--- src/rtl/input_conditioner_pkg.sv ---
// Shared constants and helpers for the input conditioner: channel map, reset levels,
// and key-count qualification.
package input_conditioner_pkg;

    localparam int unsigned NUM_KEYS     = 10;
    localparam int unsigned NUM_BUTTONS  = 3;
    localparam int unsigned NUM_CHANNELS = NUM_KEYS + NUM_BUTTONS + 1;
    localparam int unsigned DOOR_CHAN    = NUM_CHANNELS - 1;
    localparam int unsigned KEY_CNT_W    = $clog2(NUM_KEYS + 1);

    localparam logic BTN_IDLE  = 1'b1;
    localparam logic KEY_IDLE  = 1'b0;
    localparam logic DOOR_SAFE = 1'b0;

    typedef enum logic [1:0] {
        ChanKey,
        ChanButton,
        ChanDoor
    } chan_kind_e;

    // Channel order: keys 0-9, then startn, stopn, clearn, then door.
    function automatic chan_kind_e chan_kind(input int unsigned idx);
        if (idx < NUM_KEYS) begin
            return ChanKey;
        end else if (idx < NUM_KEYS + NUM_BUTTONS) begin
            return ChanButton;
        end
        return ChanDoor;
    endfunction

    function automatic logic chan_reset_val(input int unsigned idx);
        case (chan_kind(idx))
            ChanKey:    return KEY_IDLE;
            ChanButton: return BTN_IDLE;
            default:    return DOOR_SAFE;
        endcase
    endfunction

    function automatic logic [KEY_CNT_W-1:0] count_keys(input logic [NUM_KEYS-1:0] keys);
        logic [KEY_CNT_W-1:0] n;
        n = '0;
        for (int i = 0; i < int'(NUM_KEYS); i++) begin
            n = n + KEY_CNT_W'(keys[i]);
        end
        return n;
    endfunction

endpackage

--- src/rtl/input_conditioner_debounce_cell.sv ---
// One conditioning channel: 2-flop synchroniser, stable state and debounce counter.
// FAST_CLEAR makes a synchronised 0 win immediately (door-open path).
module debounce_cell #(
    parameter int unsigned DEBOUNCE_CYCLES = 16,
    parameter logic        RESET_VAL       = 1'b0,
    parameter bit          FAST_CLEAR      = 1'b0
) (
    input  logic clock,
    input  logic reset,
    input  logic raw,
    output logic level
);

    localparam int unsigned CNT_W = $clog2(DEBOUNCE_CYCLES + 1);

    logic             meta_q, meta_d;
    logic             sync_q, sync_d;
    logic             stable_q, stable_d;
    logic [CNT_W-1:0] cnt_q, cnt_d;

    always_ff @(posedge clock or posedge reset) begin
        if (reset) begin
            meta_q   <= RESET_VAL;
            sync_q   <= RESET_VAL;
            stable_q <= RESET_VAL;
            cnt_q    <= '0;
        end else begin
            meta_q   <= meta_d;
            sync_q   <= sync_d;
            stable_q <= stable_d;
            cnt_q    <= cnt_d;
        end
    end

    always_comb begin
        meta_d   = raw;
        sync_d   = meta_q;
        stable_d = stable_q;
        cnt_d    = '0;
        if (FAST_CLEAR && !sync_q) begin
            stable_d = 1'b0;
        end else if (sync_q != stable_q) begin
            if (cnt_q == CNT_W'(DEBOUNCE_CYCLES - 1)) begin
                stable_d = sync_q;
            end else begin
                cnt_d = cnt_q + CNT_W'(1);
            end
        end
    end

    // The fast path reads the synchroniser directly so an open door is seen two edges
    // after it is sampled rather than waiting for the stable register.
    if (FAST_CLEAR) begin : g_fast
        assign level = stable_q & sync_q;
    end else begin : g_slow
        assign level = stable_q;
    end

endmodule

--- src/rtl/input_conditioner.sv ---
// Synchronises and debounces keypad, buttons and door switch for the microwave controller.
// Optional macro KEYPAD_PULSE_EN turns keypad into a one-cycle pulse on each new valid key.
module input_conditioner
    import input_conditioner_pkg::*;
#(
    parameter int unsigned DEBOUNCE_CYCLES = 16
) (
    input  logic                clock,
    input  logic                reset,
    input  logic [NUM_KEYS-1:0] keypad_raw,
    input  logic                startn_raw,
    input  logic                stopn_raw,
    input  logic                clearn_raw,
    input  logic                door_closed_raw,
    output logic [NUM_KEYS-1:0] keypad,
    output logic                key_valid,
    output logic                startn,
    output logic                stopn,
    output logic                clearn,
    output logic                door_closed
);

    logic [NUM_CHANNELS-1:0] chan_raw;
    logic [NUM_CHANNELS-1:0] chan_level;
    logic [NUM_KEYS-1:0]     key_level;
    logic                    key_one;

    assign chan_raw = {door_closed_raw, clearn_raw, stopn_raw, startn_raw, keypad_raw};

    for (genvar i = 0; i < int'(NUM_CHANNELS); i++) begin : g_chan
        debounce_cell #(
            .DEBOUNCE_CYCLES (DEBOUNCE_CYCLES),
            .RESET_VAL       (chan_reset_val(i)),
            .FAST_CLEAR      (i == int'(DOOR_CHAN))
        ) u_cell (
            .clock (clock),
            .reset (reset),
            .raw   (chan_raw[i]),
            .level (chan_level[i])
        );
    end

    assign key_level   = chan_level[NUM_KEYS-1:0];
    assign startn      = chan_level[NUM_KEYS];
    assign stopn       = chan_level[NUM_KEYS+1];
    assign clearn      = chan_level[NUM_KEYS+2];
    assign door_closed = chan_level[DOOR_CHAN];

    // Multiple keys are rejected outright rather than priority-encoded.
    assign key_one   = (count_keys(key_level) == KEY_CNT_W'(1));
    assign key_valid = key_one;

`ifdef KEYPAD_PULSE_EN
    logic valid_q, valid_d;

    always_ff @(posedge clock or posedge reset) begin
        if (reset) begin
            valid_q <= 1'b0;
        end else begin
            valid_q <= valid_d;
        end
    end

    always_comb begin
        valid_d = key_one;
        keypad  = '0;
        if (key_one && !valid_q) begin
            keypad = key_level;
        end
    end
`else
    always_comb begin
        keypad = '0;
        if (key_one) begin
            keypad = key_level;
        end
    end
`endif

endmodule

--- config.mk ---
export PLATFORM = sky130hd
export DESIGN_NAME = input_conditioner
export DESIGN_NICKNAME = d
export VERILOG_FILES = /design/src/rtl/input_conditioner_pkg.sv /design/src/rtl/input_conditioner_debounce_cell.sv /design/src/rtl/input_conditioner.sv
export SDC_FILE = /design/constraint.sdc
export NUM_CORES = 1
export LEC_CHECK = 0
export CAP_MARGIN = 5
export CORE_AREA = 4 4 96 98
export CTS_CLUSTER_DIAMETER = 120
export DETAILED_ROUTE_END_ITERATION = 8
export DIE_AREA = 0 0 100 102
export GPL_ROUTABILITY_DRIVEN = 0
export PLACE_DENSITY = 0.81
export SLEW_MARGIN = 30
export SYNTH_ARGS = -nofsm -noshare
export SYNTH_HDL_FRONTEND = slang
export SYNTH_SLANG_ARGS = --single-unit
export TNS_END_PERCENT = 100
--- constraint.sdc ---
create_clock -name clock -period 5.7 [get_ports clock]
set_clock_uncertainty 0.05 [all_clocks]
set_input_delay 0.57 -clock clock [delete_from_list [all_inputs] [get_ports clock]]
set_output_delay 0.57 -clock clock [all_outputs]
set_load 0.03 [all_outputs]
---- After elaboration in Yosys (flattened, before gate mapping) ----
Index checks and enable logic that the tools add are counted.
storage, ports and cells
  register bits after elaboration ......... 112
  bits of input ports ..................... 16
  output and inout bits ................... 15
  word-level logic and storage cells ...... 158
cells by class
  add/sub/neg operators ................... 23
  eq/ne operators ......................... 31
  mux-type cells .......................... 33
  bitwise logic cells ..................... 1
  reduce and logical (&&, ||, !) cells .... 14
operator list
  kind                 number
  $mux 5               29
  $add 5x1->5 const B  14
  $eq 5x4->1 const B   14
  $reduce_and 2->1     14
  $add 4x1->4          6
  $ne 1x1->1           14
  $mux 10              1
  $add 3x1->4          1
  $eq 4x1->1 const B   1
  $ne 2x2->1 const B   2
  $add 2x1->3          1
  $mux 1               3
  $add 1x1->2          1
  $and 1x1->1          1

---- Longest topological paths before layout ----
Gate-level depths: netlist of run 1.
  word-level depth ........................ 11
  gate-level depth with buffers ........... 12
  gate-level depth less buffers ........... 11

---- By module ----
Synthesis of run 1 repeated with hierarchy kept, for this count alone.
unflattened totals
  cell total of the unflattened synthesis .. 384
  area, all modules ....................... 4764.6 µm²
by module, submodules not included
  module                                 times used  cells each  area an instance (µm²)  seq. area each (µm²)
  debounce_cell (g_chan[0].u_cell ...)   10          24          307.8                   200.2
  debounce_cell (g_chan[10].u_cell ...)  3           24          311.5                   203.9
  input_conditioner                      1           46          427.9                   0.0
  debounce_cell (g_chan[13].u_cell)      1           26          324.1                   200.2

---- Worst setup path after synthesis of run 1 ----
OpenSTA, ideal clock, no wires.
  path type ............................... register to output
  start point ............................. reg g_chan[0].u_cell.stable_q
  end point ............................... out keypad[0]
  arrival time ............................ 3494 ps
  required time ........................... 5080 ps
  slack ................................... 1586 ps
  stages on the path, launching flop included .. 13
  buffers on the path ..................... 1
  cell sequence ........................... dfrtp_1 > fa_1 > fa_1 > inv_1 > fa_1 > inv_1 > ha_1 > inv_1 > fa_1 > a2111o_1 > a21oi_2 > buf_6 > and2_1
on the way
  longest elaborated chain between the ends .. 11
RTL lines
  element                    RTL line                               source
  start, declared            input_conditioner_debounce_cell.sv:18  logic stable_q, stable_d;
  start signal, assigned     input_conditioner_debounce_cell.sv:30  stable_q <= stable_d;
  $add 1x1->2                input_conditioner_pkg.sv:43            n = n + KEY_CNT_W'(keys[i]);
  $add 2x1->3                input_conditioner_pkg.sv:43
  $add 3x1->4                input_conditioner_pkg.sv:43
  $add 4x1->4 (6 in series)  input_conditioner_pkg.sv:43
  $eq 4x1->1                 input_conditioner.sv:50                assign key_one = (count_keys(key_level) == KEY_CNT_W'(1));
  named net key_valid        input_conditioner.sv:16                output logic key_valid,
  $mux 10                    input_conditioner.sv:74                if (key_one) begin
  end, declared              input_conditioner.sv:15                output logic [NUM_KEYS-1:0] keypad,
The timed path passes the listed nets, and every way through them passes these cells.

---- Worst setup path in the final report of run 1 ----
  start point ............................. reg g_chan[1].u_cell.stable_q
  end point ............................... out keypad[7]
on the way
  longest elaborated chain between the ends .. 11
RTL lines
  element                    RTL line
  start, declared            input_conditioner_debounce_cell.sv:18
  start signal, assigned     input_conditioner_debounce_cell.sv:30
  $add 1x1->2                input_conditioner_pkg.sv:43
  $add 2x1->3                input_conditioner_pkg.sv:43
  $add 3x1->4                input_conditioner_pkg.sv:43
  $add 4x1->4 (6 in series)  input_conditioner_pkg.sv:43
  $eq 4x1->1                 input_conditioner.sv:50
  $mux 10                    input_conditioner.sv:74
Every way passes these cells.

==> results of run 1 <==
-- power groups by stage --
stage,registers (uW),clock network (uW),logic (uW)
2_1_floorplan,861,0,51.9
3_3_place_gp,865,0,72.4
3_5_place_dp,867,0,77.0
4_1_cts,852,477,77.5
5_1_grt,857,506,88.4
6_report,851,454,74.5
-- cells by family (layout without fill, tap and decap cells) --
logic type | after synthesis | in the layout | share of synthesized area [%]
mux | 13 | 13 | 3.278
xor+xnor | 41 | 41 | 8.041
buf+inv | 20 | 66 | 1.849
flops | 112 | 112 | 63.01
simple gates | 125 | 125 | 13.84
fa+ha+maj | 24 | 24 | 7.733
compound gates | 17 | 17 | 2.242
-- final timing paths --
check,endpoint,cells past startpoint,startpoint,slack [ns]
max in group asynchronous,g_chan[3].u_cell.cnt_q[0],3,reset,3.85
min reg2reg,g_chan[9].u_cell.sync_q,0,g_chan[9].u_cell.meta_q,0.31
min,g_chan[9].u_cell.sync_q,0,g_chan[9].u_cell.meta_q,0.31
min in group asynchronous,g_chan[4].u_cell.meta_q,2,reset,0.64
max reg2reg,g_chan[0].u_cell.level,4,g_chan[0].u_cell.cnt_q[0],4.36
max,keypad[7],12,g_chan[1].u_cell.level,0.41
-- synth_stat cells (all sizes together) (2+ instances only) --
cell and count:
and2 29, and3 14, dfrtp 103, dfstp 9
fa 6, ha 18, inv 19, mux2 13
nand2 2, nand3 29, nor2 50, o21ai 13
xor2 41
-- metrics by stage --
step / area [um^2] / hold WS [ns] / power, uW
floorplan: 4466 / 0.2812 / 913.2
global placement: 4900 / 0.2837 / 937.3
detailed placement: 4900 / 0.2878 / 944.0
CTS: 5090 / 0.3142 / 1406
global route: 5090 / 0.3166 / 1451
finish: 5090 / 0.3083 / 1379
-- area by class of cell --
cell class / instances / share of cell area (%)
flip-flops and latches: 112 / 55.29
inverters: 19 / 1.450
multi-input cells: 220 / 30.83
clock buffers: 11 / 2.581
well taps: 108 / 2.655
clock inverters: 5 / 1.155
repair buffers: 31 / 6.047
-- registers in the layout, summed over array words and instances, names as in the netlist --
signal / cells
g_chan.u_cell.sync_q: 14
g_chan.u_cell.stable_q: 1
g_chan.u_cell.meta_q: 14
g_chan.u_cell.cnt_q: 70
g_chan.u_cell.level: 13
-- per-layer routing --
layer / part of all wire, % / global-route usage (%) / vias up
met5: 0 / 0 / -
met4: 1.6 / 4.974 / 0
met3: 3.7 / 4.300 / 10
met2: 51 / 25.45 / 27
met1: 44 / 18.39 / 1232
li1: - / - / 1235
==> results.yml, run 1 <==
power_and_ir_drop:
  switchingPower_uw: 313.2
  peakVddDrop_uv: 139.4
  p_int_uw: 1066
  clockPowerShare_pct: 32.9
  power_frac_seq_pct: 61.7
  power_density_nw_per_um2: 271.0
  pwr-share-comb_pct: 5.4
  p_leak_uw: 0.002618
  swShare_pct: 22.71
routing:
  drt-initial-drc-count: 79
  drcViolationCount: 0
  drt_pass1_iterations: 4
  routed_wl_um: 6504
  wl_per_cell_um: 12.85
  avgViaCountPerCell: 4.949
  ant_nets: 0
  vias: 2504
place:
  placedCellCount: 490
  io_buffers: 30
  post-place-ws_ns: 0.7724
  dpl.hpwl_um: 4668
timing:
  rsz0062_at_grt: "false"
  setup_viol: 0
  maxSlewViolCount: 0
  hold_viol: 0
  fmax_mhz: 189.2
  worst_slew_pin_slew_ns: 0.7531
  tns_ns: 0
  fin_crit_sh_pct: 92.74
  min_period_ns: 5.286
  relSlewSlack_pct: 49.79
  layout_setup_ws_ns: 0.4137
synthesis:
  synth_edf_count: 0
  synth_top_cell_area_share_pct: 57.72
  async_flop_share_pct: 100.0
  ys_seq_area_share_pct: 63.01
  synthFlopType: "dfrtp_1"
  syn_avg_cell_area_um2: 12.69
  synth_nets: 392
  ys.warnings.count: 0
  synth_area_leader_cell: "dfrtp_1"
  syn_inst: 352
  ys_seq_elements: 112
  ys_top_cells_by_area: "dfrtp_1 58%, xor2_1 8.0%, dfstp_2 5.3%"
  syn_area_um2: 4466
  synth_cell_type_count: 19
layout:
  fillCellCount: 677
  multi_input_area_um2: 1569
  drive_above_1_share_pct: 6.533
  final_common_cell: "dfrtp_1"
  layout_common_cells: "103 x dfrtp_1, 50 x nor2_1, 41 x xor2_1"
  nets: 433
  seq_area_um2: 2814
  finalNonFillerCells: 506
  diodes: 0
  layout-area-overhead-vs-synth_pct: 13.98
  fin_util_pct: 60.12
global_routing:
  grt_start_max_net_pins: 65
  grt-ovfl-total: 0
  grt_pass1_wl_um: 11940
  grtUsageTotal_pct: 14.90
  antenna_found_initial: 0
  grt_pass1_vias: 2654
critical_path:
  critical_path_class: "reg2out"
  start_kind: "flip-flop"
  cp_slowest_cell: "clkdlybuf4s50_1"
  crit_required_ns: 5.08
  crit_top_cell: "fa_1"
  cp_cell_sequence: "fa_1 -> fa_1 -> inv_1 -> fa_1 -> inv_1 -> ha_1 -> inv_1 -> fa_1 -> a2111o_1 -> a21oi_2 -> and2_1 -> clkdlybuf4s50_1"
  slowest_delay_ns: 0.67
  cp_max_fo: 11
  cp_num_buf_inv: 4
  cp_top_family: "adder cells"
  end_kind: "output pin"
  arrival_ns: 4.67
clocking:
  cts_setup_buffers: 0
  clock_tree.root_cell: "clkbuf_8"
  cts_tree: "built"
  cts_sinks: 112
  clock_path_buffers: 2
  hold_buffers: 0
  worstSkewPairLatency_ns: 0.36
  cts_buffers: 9
  cts_resized: 0
  cts.reportedPaths.clkPinSlew_ns: 0.10
  htreeDepth: 3
floorplanning:
  die-area_um2: 10200
  initial_utilization_pct: 52.75
  fp.dieH_um: 102
  die_w_um: 100
  core_area_um2: 8466
  std_cell_rows: 34
  ioPinCount: 31
run_status:
  outcome: "finished clean"
job:
  maxCapViolCount: 0
min_path:
  hp-class: "reg2reg"
(Power assumes the default switching activity.)
==> run 2, diff against run 1 <==
CORE_AREA = 4 4 113 115   (was 4 4 96 98)
DIE_AREA = 0 0 117 119   (was 0 0 100 102)
PLACE_DENSITY = 0.63   (was 0.81)
==> run 2 against run 1 <==
Hold slack worse by 0.0052 ns; utilization is 16 points lower; via count is 0.16% lower; cell area is 3.5% higher; sequential power hardly changed; setup slack worse by 0.044 ns; non-clock buffer count stayed put; global-route usage is 3.9 points lower; first-iteration DRC count is 19% lower; largest cell class unchanged.
==> results.yml, run 2 (same netlist as run 1, synthesis figures left out) <==
run_status:
  outcome: "finished clean"
power_and_ir_drop:
  power_density_nw_per_um2: 300.7
  p_leak_uw: 0.002687
  peakVddDrop_uv: 186.2
layout:
  diodes: 0
  drive_above_1_share_pct: 6.784
  layout-area-overhead-vs-synth_pct: 17.96
  final_common_cell: "dfrtp_1"
  largest_reg_flops: 70
  top_register: "g_chan.u_cell.cnt_q"
  layout_common_cells: "103 x dfrtp_1, 50 x nor2_1, 41 x xor2_1"
  fin_util_pct: 44.60
  fillCellCount: 1066
  reg_top3: "g_chan.u_cell.cnt_q: 70 flops, g_chan.u_cell.meta_q: 14 flops, g_chan.u_cell.sync_q: 14 flops"
  fin_area_um2: 5268
  nets: 433
critical_path:
  cp_max_fo: 11
  reg2reg_from: "g_chan[9].u_cell.cnt_q[0]"
  crit_top_cell: "fa_1"
  end_kind: "output pin"
  cp_cell_sequence: "fa_1 -> fa_1 -> inv_1 -> fa_1 -> inv_1 -> ha_1 -> inv_1 -> fa_1 -> a2111o_1 -> a21oi_2 -> and2_1 -> clkdlybuf4s50_1"
  crit_required_ns: 5.08
  crit_start: "g_chan[1].u_cell.level"
  cp_slowest_cell: "clkdlybuf4s50_1"
  cp_top_family: "adder cells"
  start_kind: "flip-flop"
  cp_num_buf_inv: 4
  slowest_delay_ns: 0.68
  critical_path_class: "reg2out"
  arrival_ns: 4.71
timing:
  maxSlewViolCount: 0
  relSlewSlack_pct: 54.31
  setup_viol: 0
  fmax_mhz: 187.6
  layout_setup_ws_ns: 0.3697
  fin_crit_sh_pct: 93.51
  hold_viol: 0
  min_period_ns: 5.330
  rsz0062_at_grt: "false"
  tns_ns: 0
  worst_slew_pin_slew_ns: 0.6853
routing:
  ant_nets: 0
  wl_per_cell_um: 11.92
  drt-initial-drc-count: 64
  vias: 2500
  routed_wl_um: 6498
  drt_pass1_iterations: 4
  avgViaCountPerCell: 4.587
  drcViolationCount: 0
place:
  placed_cell_area_um2: 4949
  post-place-ws_ns: 0.6808
  io_buffers: 30
  dpl.hpwl_um: 4596
global_routing:
  grtUsageTotal_pct: 10.96
  grt_pass1_wl_um: 12140
  grt_pass1_vias: 2735
  grt_start_max_net_pins: 58
  grt-ovfl-total: 0
  antenna_found_initial: 0
clocking:
  cts_buffers: 9
  worstSkewPairLatency_ns: 0.34
  hold_buffers: 0
  cts_sinks: 112
  cts.reportedPaths.clkPinSlew_ns: 0.07
  htreeDepth: 3
  cts_setup_buffers: 0
  cts_tree: "built"
  clock_tree.root_cell: "clkbuf_16"
  clock_path_buffers: 2
  cts_resized: 0
floorplanning:
  ioPinCount: 31
  fp.dieH_um: 119
  die-area_um2: 13920
  core_area_um2: 11810
  std_cell_rows: 40
  initial_utilization_pct: 37.81
  die_w_um: 117
min_path:
  hp-class: "reg2reg"
  min_from: "g_chan[13].u_cell.meta_q"
job:
  maxCapViolCount: 0
==> run 2: stage by stage <==
stage               total power, uW  hold WS (ns)  cells
CTS                            1614        0.3075    545
finish                         1584        0.3031    545
detailed placement            942.5        0.2847    529
floorplan                     913.2        0.2812    352
global placement              938.5        0.2850    529
global route                   1665        0.3102    545
==> run 2: where the power goes <==
group	internal, uW	leakage, uW	total, uW	switching [uW]
logic	33.2	0.00108	73.6	40.4
clock network	388	0.000159	659	271
registers	829	0.00145	851	21.7
total	1250	0.00269	1580	333
==> run 2: final cells by class <==
class / count / area [um^2] / share of cell area [%]
clock inverters: 6 / 90.09 / 1.710
multi-input cells: 220 / 1569 / 29.79
well taps: 147 / 183.9 / 3.492
inverters: 19 / 73.82 / 1.401
repair buffers: 31 / 307.8 / 5.843
clock buffers: 10 / 229.0 / 4.347
flip-flops and latches: 112 / 2814 / 53.42
==> run 2: path summary, 6_finish.rpt <==
check / endpoint / slack, ns / depth (start not counted)
min in group asynchronous: g_chan[10].u_cell.cnt_q[4] / 0.62 / 2
setup / recovery: keypad[9] / 0.37 / 12
max in group asynchronous: g_chan[8].u_cell.cnt_q[1] / 3.83 / 3
hold reg to reg: g_chan[13].u_cell.sync_q / 0.30 / 0
hold / removal: g_chan[13].u_cell.sync_q / 0.30 / 0
setup reg to reg: g_chan[9].u_cell.level / 4.37 / 4
==> run 2: metal layers <==
metal | up-vias | share of wire [%] | wire [um] | global-route usage, %
li1 | 1235 | - | - | -
met1 | 1225 | 47 | 3058 | 14.25
met2 | 32 | 48 | 3107 | 17.21
met3 | 8 | 3.4 | 220 | 3.608
met4 | 0 | 1.7 | 112 | 3.656
met5 | - | 0 | 0 | 0
==> run 3, diff against run 2 <==
CORE_AREA = 2 2 111 113   (was 4 4 113 115)
DIE_AREA = 0 0 113 115   (was 0 0 117 119)
==> run 3 against run 2 <==
The flow now finishes with violations (design-rule violations); wire length grew 2.2%; combinational power is 1% higher; clock power decreased by 0.8%; setup slack improved by 0.0076 ns; utilization about the same; hold slack got worse by 0.0032 ns; critical path type unchanged; highest routed layer unchanged.
==> results.yml, run 3 (same netlist as run 1, synthesis figures left out) <==
floorplanning:
  core_area_um2: 11810
  ioPinCount: 31
  die-area_um2: 13000
  die_w_um: 113
  initial_utilization_pct: 37.81
  std_cell_rows: 40
  fp.dieH_um: 115
routing:
  drcViolationCount: 1
  drt-initial-drc-count: 138
  ant_nets: 0
  vias: 2531
  wl_per_cell_um: 12.18
  drt_pass1_iterations: 6
  routed_wl_um: 6638
  avgViaCountPerCell: 4.644
critical_path:
  cp_max_fo: 11
  end_kind: "output pin"
  reg2regPathDepth: 4
  reg2reg_from: "g_chan[8].u_cell.cnt_q[0]"
  cp_cell_sequence: "fa_1 -> fa_1 -> inv_1 -> fa_1 -> inv_1 -> ha_1 -> inv_1 -> fa_1 -> a2111o_1 -> a21oi_2 -> and2_1 -> clkdlybuf4s50_1"
  cp_top_family: "adder cells"
  arrival_ns: 4.70
  crit_top_cell: "fa_1"
  crit_required_ns: 5.08
  critical_path_class: "reg2out"
  r2r_setup_slack_ns: 4.34
  worst_r2r_endpoint: "g_chan[8].u_cell.level"
  start_kind: "flip-flop"
  cp_slowest_cell: "clkdlybuf4s50_1"
  cp_num_buf_inv: 4
  slowest_delay_ns: 0.68
global_routing:
  grt-ovfl-total: 0
  grtUsageMet1_pct: 14.36
  met2_usage_pct: 19.92
  grtUsageTotal_pct: 12.04
  grt_pass1_wl_um: 12240
  grt_start_max_net_pins: 71
  antenna_found_initial: 0
  use_met3_pct: 4.112
  grt_pass1_vias: 2731
  grt.busiest_layer: "met2"
layout:
  reg_top3: "g_chan.u_cell.cnt_q: 70 flops, g_chan.u_cell.meta_q: 14 flops, g_chan.u_cell.sync_q: 14 flops"
  seq_area_um2: 2814
  final_common_cell: "dfrtp_1"
  largest_reg_flops: 70
  multi_input_area_um2: 1569
  fillCellCount: 1096
  layout_common_cells: "103 x dfrtp_1, 50 x nor2_1, 41 x xor2_1"
  nets: 433
  drive_above_1_share_pct: 7.035
  diodes: 0
  top_register: "g_chan.u_cell.cnt_q"
  layout-area-overhead-vs-synth_pct: 17.93
place:
  io_buffers: 30
  dpl.hpwl_um: 4631
clocking:
  worstSkewPairLatency_ns: 0.35
  clock_path_buffers: 2
  cts_sinks: 112
  cts_resized: 0
  clock_tree.root_cell: "clkbuf_16"
  cts_setup_buffers: 0
  cts.reportedPaths.clkPinSlew_ns: 0.07
  htreeDepth: 3
  cts_buffers: 9
  cts_tree: "built"
  hold_buffers: 0
power_and_ir_drop:
  power_density_nw_per_um2: 300.0
  switchingPower_uw: 353.5
  clockPowerShare_pct: 41.4
  swShare_pct: 22.38
  p_int_uw: 1226
  p_leak_uw: 0.002686
  power_frac_seq_pct: 53.9
  pwr-share-comb_pct: 4.7
  peakVddDrop_uv: 169.3
timing:
  tns_ns: 0
  maxSlewViolCount: 0
  fin_crit_sh_pct: 93.38
  hold_viol: 0
  rsz0062_at_grt: "false"
  setup_viol: 0
  timing.hold.ws_ns: 0.2999
  fmax_mhz: 187.9
  worst_slew_pin_slew_ns: 0.8241
  min_period_ns: 5.323
  relSlewSlack_pct: 45.06
min_path:
  hold_path_depth: 0
  hp-class: "reg2reg"
  min_from: "g_chan[4].u_cell.meta_q"
  min_to: "g_chan[4].u_cell.sync_q"
job:
  maxCapViolCount: 0
run_status:
  violations: "design-rule violations"
  outcome: "finished with violations"
-- run 3: cell count changes in the layout (fill, tap and decap cells not counted), sizes merged --
cell	change
bufinv	-1
clkinv	-2
inv	+3
-- run 3: how the worst max path moves through the flow --
stage	from	to	slack, ns	cells past startpoint
final	g_chan[1].u_cell.level	keypad[9]	0.38	12
after global routing	g_chan[0].u_cell.level	keypad[9]	0.06	12
after global placement	g_chan[1].u_cell.level	keypad[7]	0.76	12
after CTS	g_chan[1].u_cell.level	keypad[7]	0.29	12
after detailed placement	g_chan[1].u_cell.level	keypad[7]	0.69	12
after floorplan	g_chan[0].u_cell.level	keypad[0]	1.59	12
-- run 3: through the flow --
| stage | power (uW) | std cells | area, um^2 | utilization [%] | worst slack, ns |
|---|---|---|---|---|---|
| 2_1_floorplan | 913.2 | 352 | 4466 | - | 1.586 |
| 3_3_place_gp | 938.3 | 529 | 4949 | 41.90 | 0.7551 |
| 3_5_place_dp | 942.9 | 529 | 4949 | 41.90 | 0.6871 |
| 4_1_cts | 1608 | 545 | 5266 | 44.59 | 0.2856 |
| 5_1_grt | 1656 | 545 | 5266 | 44.59 | 0.06316 |
| 6_report | 1580 | 545 | 5266 | 44.59 | 0.3773 |
-- run 3: cell type report --
type                    count  share of cell area (%)
clock buffers              10                   4.538
multi-input cells         220                   29.79
repair buffers             31                   5.845
inverters                  19                   1.402
flip-flops and latches    112                   53.43
clock inverters             6                   1.497
well taps                 147                   3.493
-- run 3: per-layer routing --
layer  routed length (um)  up-vias  share of wire (%)
met5                    0        -                  0
met4                  123        0                1.9
met3                  280       10                4.2
met2                 3267       35                 49
met1                 2965     1256                 45
li1                     -     1230                  -
-- run 3: power by group through the flow --
stage / Clock, uW / Combinational (uW) / Sequential, uW
floorplan: 0 / 51.9 / 861
global placement: 0 / 73.3 / 865
detailed placement: 0 / 76.4 / 866
CTS: 679 / 77.4 / 851
global route: 712 / 88.4 / 855
finish: 654 / 74.3 / 851
